`src/rtl/cmos_dvp_capture_pkg.sv`:
```
// Shared types and helpers for the OV5640 DVP capture path.
// Holds the capture state encoding, the RGB565 field layout and the saturating counter helper.
package cmos_dvp_capture_pkg;

  typedef enum logic [1:0] {
    WAIT_CFG = 2'd0,
    SKIP     = 2'd1,
    ACTIVE   = 2'd2
  } cap_state_e;

  localparam int FRAME_SKIP_DEFAULT = 10;

  localparam int R_MSB = 15;
  localparam int R_LSB = 11;
  localparam int G_MSB = 10;
  localparam int G_LSB = 5;
  localparam int B_MSB = 4;
  localparam int B_LSB = 0;

  // The high byte carries R and the top of G; the low byte carries the rest of G and B.
  function automatic logic [15:0] pack_rgb565(input logic [7:0] hi, input logic [7:0] lo);
    logic [15:0] p;
    p = '0;
    p[R_MSB:R_LSB] = hi[7:3];
    p[G_MSB:G_LSB] = {hi[2:0], lo[7:5]};
    p[B_MSB:B_LSB] = lo[4:0];
    return p;
  endfunction

  function automatic logic [15:0] sat_inc16(input logic [15:0] v);
    return (v == 16'hFFFF) ? v : v + 16'd1;
  endfunction

endpackage

```
`src/rtl/cmos_dvp_capture_sync2.sv`:
```
// Generic two-flop synchronizer with synchronous active-low reset.
// Brings a slow level signal into the clk_i domain.
module cmos_sync2 #(
  parameter int WIDTH = 1
) (
  input  logic             clk_i,
  input  logic             rst_n,
  input  logic [WIDTH-1:0] d,
  output logic [WIDTH-1:0] q
);

  logic [WIDTH-1:0] meta;

  always_ff @(posedge clk_i) begin
    if (!rst_n) begin
      meta <= '0;
      q    <= '0;
    end else begin
      meta <= d;
      q    <= meta;
    end
  end

endmodule

```
`src/rtl/cmos_dvp_capture.sv`:
```
// OV5640 DVP capture: skips settling frames, packs byte pairs into RGB565 pixels,
// flags start-of-frame / end-of-line, and checks line/frame geometry.
module cmos_dvp_capture
  import cmos_dvp_capture_pkg::*;
#(
  parameter int FRAME_SKIP = FRAME_SKIP_DEFAULT,
  parameter bit BYTE_SWAP  = 1'b0
) (
  input  logic        clk_i,
  input  logic        rst_n,
  input  logic        cfg_done,
  input  logic        cmos_vsync,
  input  logic        cmos_href,
  input  logic [7:0]  cmos_data,
  input  logic [15:0] CAM_HSIZE,
  input  logic [15:0] CAM_VSIZE,
  output logic [15:0] pix_data,
  output logic        pix_vld,
  output logic        pix_sof,
  output logic        pix_eol,
  output logic [15:0] frame_cnt,
  output logic        line_err,
  output logic        frame_err,
  output logic        cap_busy
);

  cap_state_e  state;
  logic        cfg_s;
  logic        vs_r, vs_rr, href_r, href_rr;
  logic [7:0]  d_r;
  logic [7:0]  first_byte;
  logic        phase;
  logic        sof_pending;
  logic [7:0]  skip_cnt;
  logic [15:0] line_cnt;
  logic [15:0] hcnt;

  logic        vs_rise, href_fall, pix_en;
  logic [15:0] line_cnt_upd;
  logic [15:0] hsize_m1;
  logic [15:0] px;

  cmos_sync2 #(.WIDTH(1)) u_cfg_sync (
    .clk_i (clk_i),
    .rst_n (rst_n),
    .d     (cfg_done),
    .q     (cfg_s)
  );

  always_ff @(posedge clk_i) begin
    if (!rst_n) begin
      vs_r    <= 1'b0;
      vs_rr   <= 1'b0;
      href_r  <= 1'b0;
      href_rr <= 1'b0;
      d_r     <= '0;
    end else begin
      vs_r    <= cmos_vsync;
      vs_rr   <= vs_r;
      href_r  <= cmos_href;
      href_rr <= href_r;
      d_r     <= cmos_data;
    end
  end

  // A line only counts if it ran while vsync was low; gating on vs_rr keeps a
  // line that ends exactly on a vsync rise.
  assign vs_rise      = vs_r & ~vs_rr;
  assign href_fall    = href_rr & ~href_r & ~vs_rr;
  assign pix_en       = href_r & ~vs_r;
  assign line_cnt_upd = href_fall ? sat_inc16(line_cnt) : line_cnt;
  assign hsize_m1     = CAM_HSIZE - 16'd1;
  assign px           = BYTE_SWAP ? pack_rgb565(d_r, first_byte) : pack_rgb565(first_byte, d_r);

  always_ff @(posedge clk_i) begin
    if (!rst_n) begin
      state       <= WAIT_CFG;
      skip_cnt    <= '0;
      line_cnt    <= '0;
      hcnt        <= '0;
      phase       <= 1'b0;
      first_byte  <= '0;
      sof_pending <= 1'b0;
      pix_data    <= '0;
      pix_vld     <= 1'b0;
      pix_sof     <= 1'b0;
      pix_eol     <= 1'b0;
      frame_cnt   <= '0;
      line_err    <= 1'b0;
      frame_err   <= 1'b0;
      cap_busy    <= 1'b0;
    end else begin
      pix_vld <= 1'b0;
      pix_sof <= 1'b0;
      pix_eol <= 1'b0;
      case (state)
        WAIT_CFG: begin
          cap_busy <= 1'b0;
          if (cfg_s) begin
            state    <= SKIP;
            skip_cnt <= '0;
          end
        end
        SKIP: begin
          if (!cfg_s) begin
            state    <= WAIT_CFG;
            cap_busy <= 1'b0;
          end else if (vs_rise) begin
            if (skip_cnt == 8'(FRAME_SKIP)) begin
              state       <= ACTIVE;
              cap_busy    <= 1'b1;
              frame_cnt   <= frame_cnt + 16'd1;
              line_cnt    <= '0;
              sof_pending <= 1'b1;
              hcnt        <= '0;
              phase       <= 1'b0;
            end else begin
              skip_cnt <= skip_cnt + 8'd1;
            end
          end
        end
        ACTIVE: begin
          if (!cfg_s) begin
            state    <= WAIT_CFG;
            cap_busy <= 1'b0;
            phase    <= 1'b0;
            hcnt     <= '0;
          end else begin
            if (href_fall) begin
              if (phase || (hcnt != CAM_HSIZE)) line_err <= 1'b1;
              hcnt  <= '0;
              phase <= 1'b0;
            end else if (pix_en) begin
              if (!phase) begin
                first_byte <= d_r;
                phase      <= 1'b1;
              end else begin
                pix_data    <= px;
                pix_vld     <= 1'b1;
                pix_sof     <= sof_pending;
                pix_eol     <= (hcnt == hsize_m1);
                sof_pending <= 1'b0;
                hcnt        <= sat_inc16(hcnt);
                phase       <= 1'b0;
              end
            end
            line_cnt <= line_cnt_upd;
            // Frame check sees the line that may have closed on this same edge.
            if (vs_rise) begin
              if (line_cnt_upd != CAM_VSIZE) frame_err <= 1'b1;
              frame_cnt   <= frame_cnt + 16'd1;
              line_cnt    <= '0;
              sof_pending <= 1'b1;
              hcnt        <= '0;
              phase       <= 1'b0;
            end
          end
        end
        default: begin
          state    <= WAIT_CFG;
          cap_busy <= 1'b0;
        end
      endcase
    end
  end

endmodule

```
`config.mk`:
```
export PLATFORM = sky130hd
export DESIGN_NAME = cmos_dvp_capture
export DESIGN_NICKNAME = d
export VERILOG_FILES = /design/src/rtl/cmos_dvp_capture_pkg.sv /design/src/rtl/cmos_dvp_capture_sync2.sv /design/src/rtl/cmos_dvp_capture.sv
export SDC_FILE = /design/constraint.sdc
export NUM_CORES = 1
export LEC_CHECK = 0
export ABC_AREA = 1
export BUFFER_PORTS_ARGS = -buffer_cell sky130_fd_sc_hd__buf_4
export CORE_MARGIN = 2
export CORE_UTILIZATION = 45
export CTS_CLUSTER_SIZE = 12
export DETAILED_ROUTE_END_ITERATION = 6
export PLACE_DENSITY = 0.75
export RECOVER_POWER = 50
export SLEW_MARGIN = 5
export SYNTH_ARGS = -nofsm -noshare
export SYNTH_HDL_FRONTEND = slang
export SYNTH_SLANG_ARGS = --single-unit
```
`constraint.sdc`:
```
create_clock -name clk_i -period 5.77 [get_ports clk_i]
set_input_delay 0.8655 -clock clk_i [delete_from_list [all_inputs] [get_ports clk_i]]
set_output_delay 0.8655 -clock clk_i [all_outputs]
set_load 0.1 [all_outputs]
```
==> metrics.md <==
| Metric | Value |
|---|---|
| Largest net degree at the start of global routing | 49 |
| Hold Crit Class | register to register |
| Failing checks | max-capacitance violations, max-slew violations |
| Max incr delay on CP | 1.16 ns |
| DRT iter0 DRCs | 312 |
| Setup Crit Path Kind | input pin to register |
| Die Wd | 119 um |
| Setup violators final | 0 |
| Crit-path most repeated cell | inv_1 |
| Placed cells | 1113 |
| Crit. End Element | register |
| Synthesized area per cell | 6.81 um^2 |
| Routed WL per cell | 11.7 um |
| Reg2Reg Launch Point | u_cfg_sync.q |
| Final setup margin | 2.49 ns |
| CP max-delay cell | clkbuf_1 |
| Max Freq | 305 MHz |
| Area of the multi-input gates | 3280 um^2 |
| Routed WL | 13300 um |
| Port bufs | 82 |
| Clock Latency Late Sink | 0.35 ns |
| Pwr Density | 214 nW/um^2 |
| Total global-route track usage | 0.193 |
| Hold WS | 0.431 ns |
| Top-Level Pins | 83 |
| Die H | 119 um |
| Setup TNS | 0 ns |
| First-pass GRT wire length | 22800 um |
| Final non-filler cell total | 1129 |
| Cell breakdown of the critical path | clkbuf_1, inv_1, buf_4, a21oi_1, inv_1, nor3b_1 |
| Max Root-Sink Buffers | 2 |
| Hold wc startpoint | vs_r |
| Maxcap violations | 1 |
| Core Area | 13100 um^2 |
| Area growth from synthesis to layout | 15.4% |
| Total CTS buffers | 9 |
| Tmin final | 3.28 ns |
| Die ar. | 14200 um^2 |
| Post-Place Worst Slack | 3.10 ns |
| FF+latch count, synth | 104 |
| DR vias | 5622 |
| Status | finished with violations |
| Initial core utilization | 0.456 |
| WP data required | 6.04 ns |
| Sequential-to-total area share from yosys stat | 0.349 |
| Number of diodes | 0 |
| Num rows | 42 |
| Synth cell types | 49 |
| FILL cells | 1300 |
| Hold Path Stages | 2 |
| CTS Sinks | 104 |
| Lkg Pwr | 2.79 nW |
| Final hold vios | 0 |
| Yosys warnings | 0 |
| Post-CTS Setup Inserts | 0 |
| # DRC | 0 |
| Vias per cell | 4.98 |
| ANT nets after route | 0 |
| Number of synthesized flops with an enable pin | 0 |
| DP HPWL | 9820 um |
| Post-synth ARST share | 0 |
| TritonCTS clock tree | yes |
| Slew HR | -0.0930 |
| Hold Buf Count CTS | 0 |
| Post-Synthesis Cells | 875 |
| Reg area | 2080 um^2 |
| Crit path from | rst_n |
| R2r endpoint | frame_cnt[9] |
| CTS resizes | 0 |
| Worst Path Arrival | 3.55 ns |
| Worst vdd ir | 0.161 mV |
| R2R depth | 8 |
| Gp weighted congestion | 0.847 |
| Final #Nets | 999 |
| Final Skew | 0.0105 ns |
| Tcrit/Tclk final | 0.568 |
| Hold endpoint | vs_rr |
| Share of layout cells above drive strength 1 | 0.136 |
| Initial antenna violation count | 0 |
| Startpoint types | input pin |
| Clock Pin Slew Worst Setup and Hold Paths | 0.08 ns |
| Count of pins over their slew limit | 49 |
| Initial DRT Pass Iterations | 4 |
| H-Tree Depth | 3 |
| RSZ-0062 raised after global routing | false |
| CTS root buf | clkbuf_16 |
| Worst-Margin Slew | 1.64 ns |
| Vias in the first global route | 5158 |
| Syn Nets | 926 |
| GR Overflow Total | 0 |
| Top FF cell, synth | dfxtp_1 |
| Setup slack, reg-to-reg | 3.32 ns |
| Crit path max fanout | 48 |
| Synth Cell Area | 5960 um^2 |
[report_power, final]
part	leakage (nW)	total [mW]	internal [mW]	switching, mW
Clock	0.158	0.651	0.351	0.300
Sequential	0.841	0.727	0.723	0.00428
Combinational	1.79	0.0970	0.0432	0.0538
[routing by layer]
layer,share of wire,vias to the layer above,wire length (um),track usage
li1,-,2970,-,-
met1,0.48,2525,6370,0.251
met2,0.46,114,6120,0.320
met3,0.045,13,601,0.0412
met4,0.013,0,170,0.0588
met5,0,-,0,0
[kinds of logic after synthesis]
| kind of cell | count (synthesis) | synth area share |
|---|---|---|
| xor gates and xnor gates | 36 | 0.0529 |
| DFF | 104 | 0.349 |
| buffers and inverters | 147 | 0.101 |
| AOI/OAI and AO/OA | 122 | 0.115 |
| adders and majority gates | 6 | 0.0126 |
| and+or+nand+nor | 460 | 0.369 |
[how the worst max path moves through the flow]
stage	end	slack, ns	cells after the start
floorplan	pix_eol	3.54	12
global placement	pix_eol	3.25	13
detailed placement	pix_eol	3.10	12
CTS	frame_cnt[9]	3.31	8
global route	skip_cnt[2]	2.06	6
finish	skip_cnt[2]	2.49	6
[through the flow]
| stage | total power [mW] | cell area [um^2] | util |
|---|---|---|---|
| after floorplan | 0.801 | 5960 | - |
| after global placement | 0.839 | 6680 | 0.511 |
| after detailed placement | 0.841 | 6680 | 0.511 |
| after CTS | 1.48 | 7000 | 0.535 |
| after global routing | 1.53 | 6880 | 0.526 |
| final | 1.47 | 6880 | 0.526 |
[cells in the mapped netlist (6+ instances only)]
library cell | count | area share
inv_1 | 115 | 0.072
nand3_2 | 7 | 0.012
xnor2_1 | 12 | 0.018
nand2_2 | 10 | 0.010
a21oi_2 | 7 | 0.010
inv_2 | 7 | 0.0044
nand3b_1 | 10 | 0.013
clkbuf_1 | 14 | 0.0088
dfxtp_1 | 104 | 0.35
o21ai_0 | 36 | 0.030
nor3_1 | 21 | 0.018
nand3_1 | 63 | 0.053
ha_1 | 6 | 0.013
nand2_1 | 196 | 0.12
xor2_1 | 24 | 0.035
a21oi_1 | 58 | 0.049
nor4_1 | 9 | 0.0094
nor2_1 | 94 | 0.059
nand4_1 | 19 | 0.020
or2_2 | 7 | 0.0073
[worst max-delay path: cells and delay by family]
family	cells	cell delay, ns
AND/OR/NAND/NOR	1	0.21
buffers and inverters	4	2.19
AO/OA/AOI/OAI	1	0.25
[sequential cells by signal, summed over array words and instances (netlist names)]
| signal | flops |
|---|---|
| u_cfg_sync.q | 1 |
| pix_vld | 1 |
| frame_cnt | 16 |
| d_r | 8 |
| href_rr | 1 |
| sof_pending | 1 |
| cap_busy | 1 |
| vs_r | 1 |
| pix_sof | 1 |
| skip_cnt | 8 |
| frame_err | 1 |
| state | 2 |
| line_err | 1 |
| u_cfg_sync.meta | 1 |
| hcnt | 16 |
| pix_eol | 1 |
| pix_data | 16 |
| href_r | 1 |
| vs_rr | 1 |
| phase | 1 |
| line_cnt | 16 |
| first_byte | 8 |
[placed cells by master (no fill, tap or decap), types with 3 or more instances in the layout]
cell type / count
a21oi_1: 58
a21oi_2: 7
buf_4: 52
clkbuf_1: 32
clkbuf_16: 9
dfxtp_1: 104
ha_1: 6
inv_1: 115
inv_2: 7
inv_6: 3
nand2_1: 196
nand2_2: 10
nand3_1: 63
nand3_2: 7
nand3b_1: 10
nand4_1: 19
nor2_1: 94
nor2_2: 5
nor2_4: 5
nor3_1: 21
nor3b_1: 3
nor4_1: 9
o21ai_0: 36
o21ai_1: 5
or2_2: 7
xnor2_1: 12
xor2_1: 24
[area by class of cell]
| type | count | share of cell area |
|---|---|---|
| clock buffers | 9 | 0.0327 |
| clock inverters | 7 | 0.0138 |
| inverters | 125 | 0.0689 |
| multi-input cells | 624 | 0.476 |
| flip-flops and latches | 104 | 0.302 |
| well taps | 176 | 0.0320 |
| repair buffers | 84 | 0.0742 |
(Power assumes the default switching activity.)
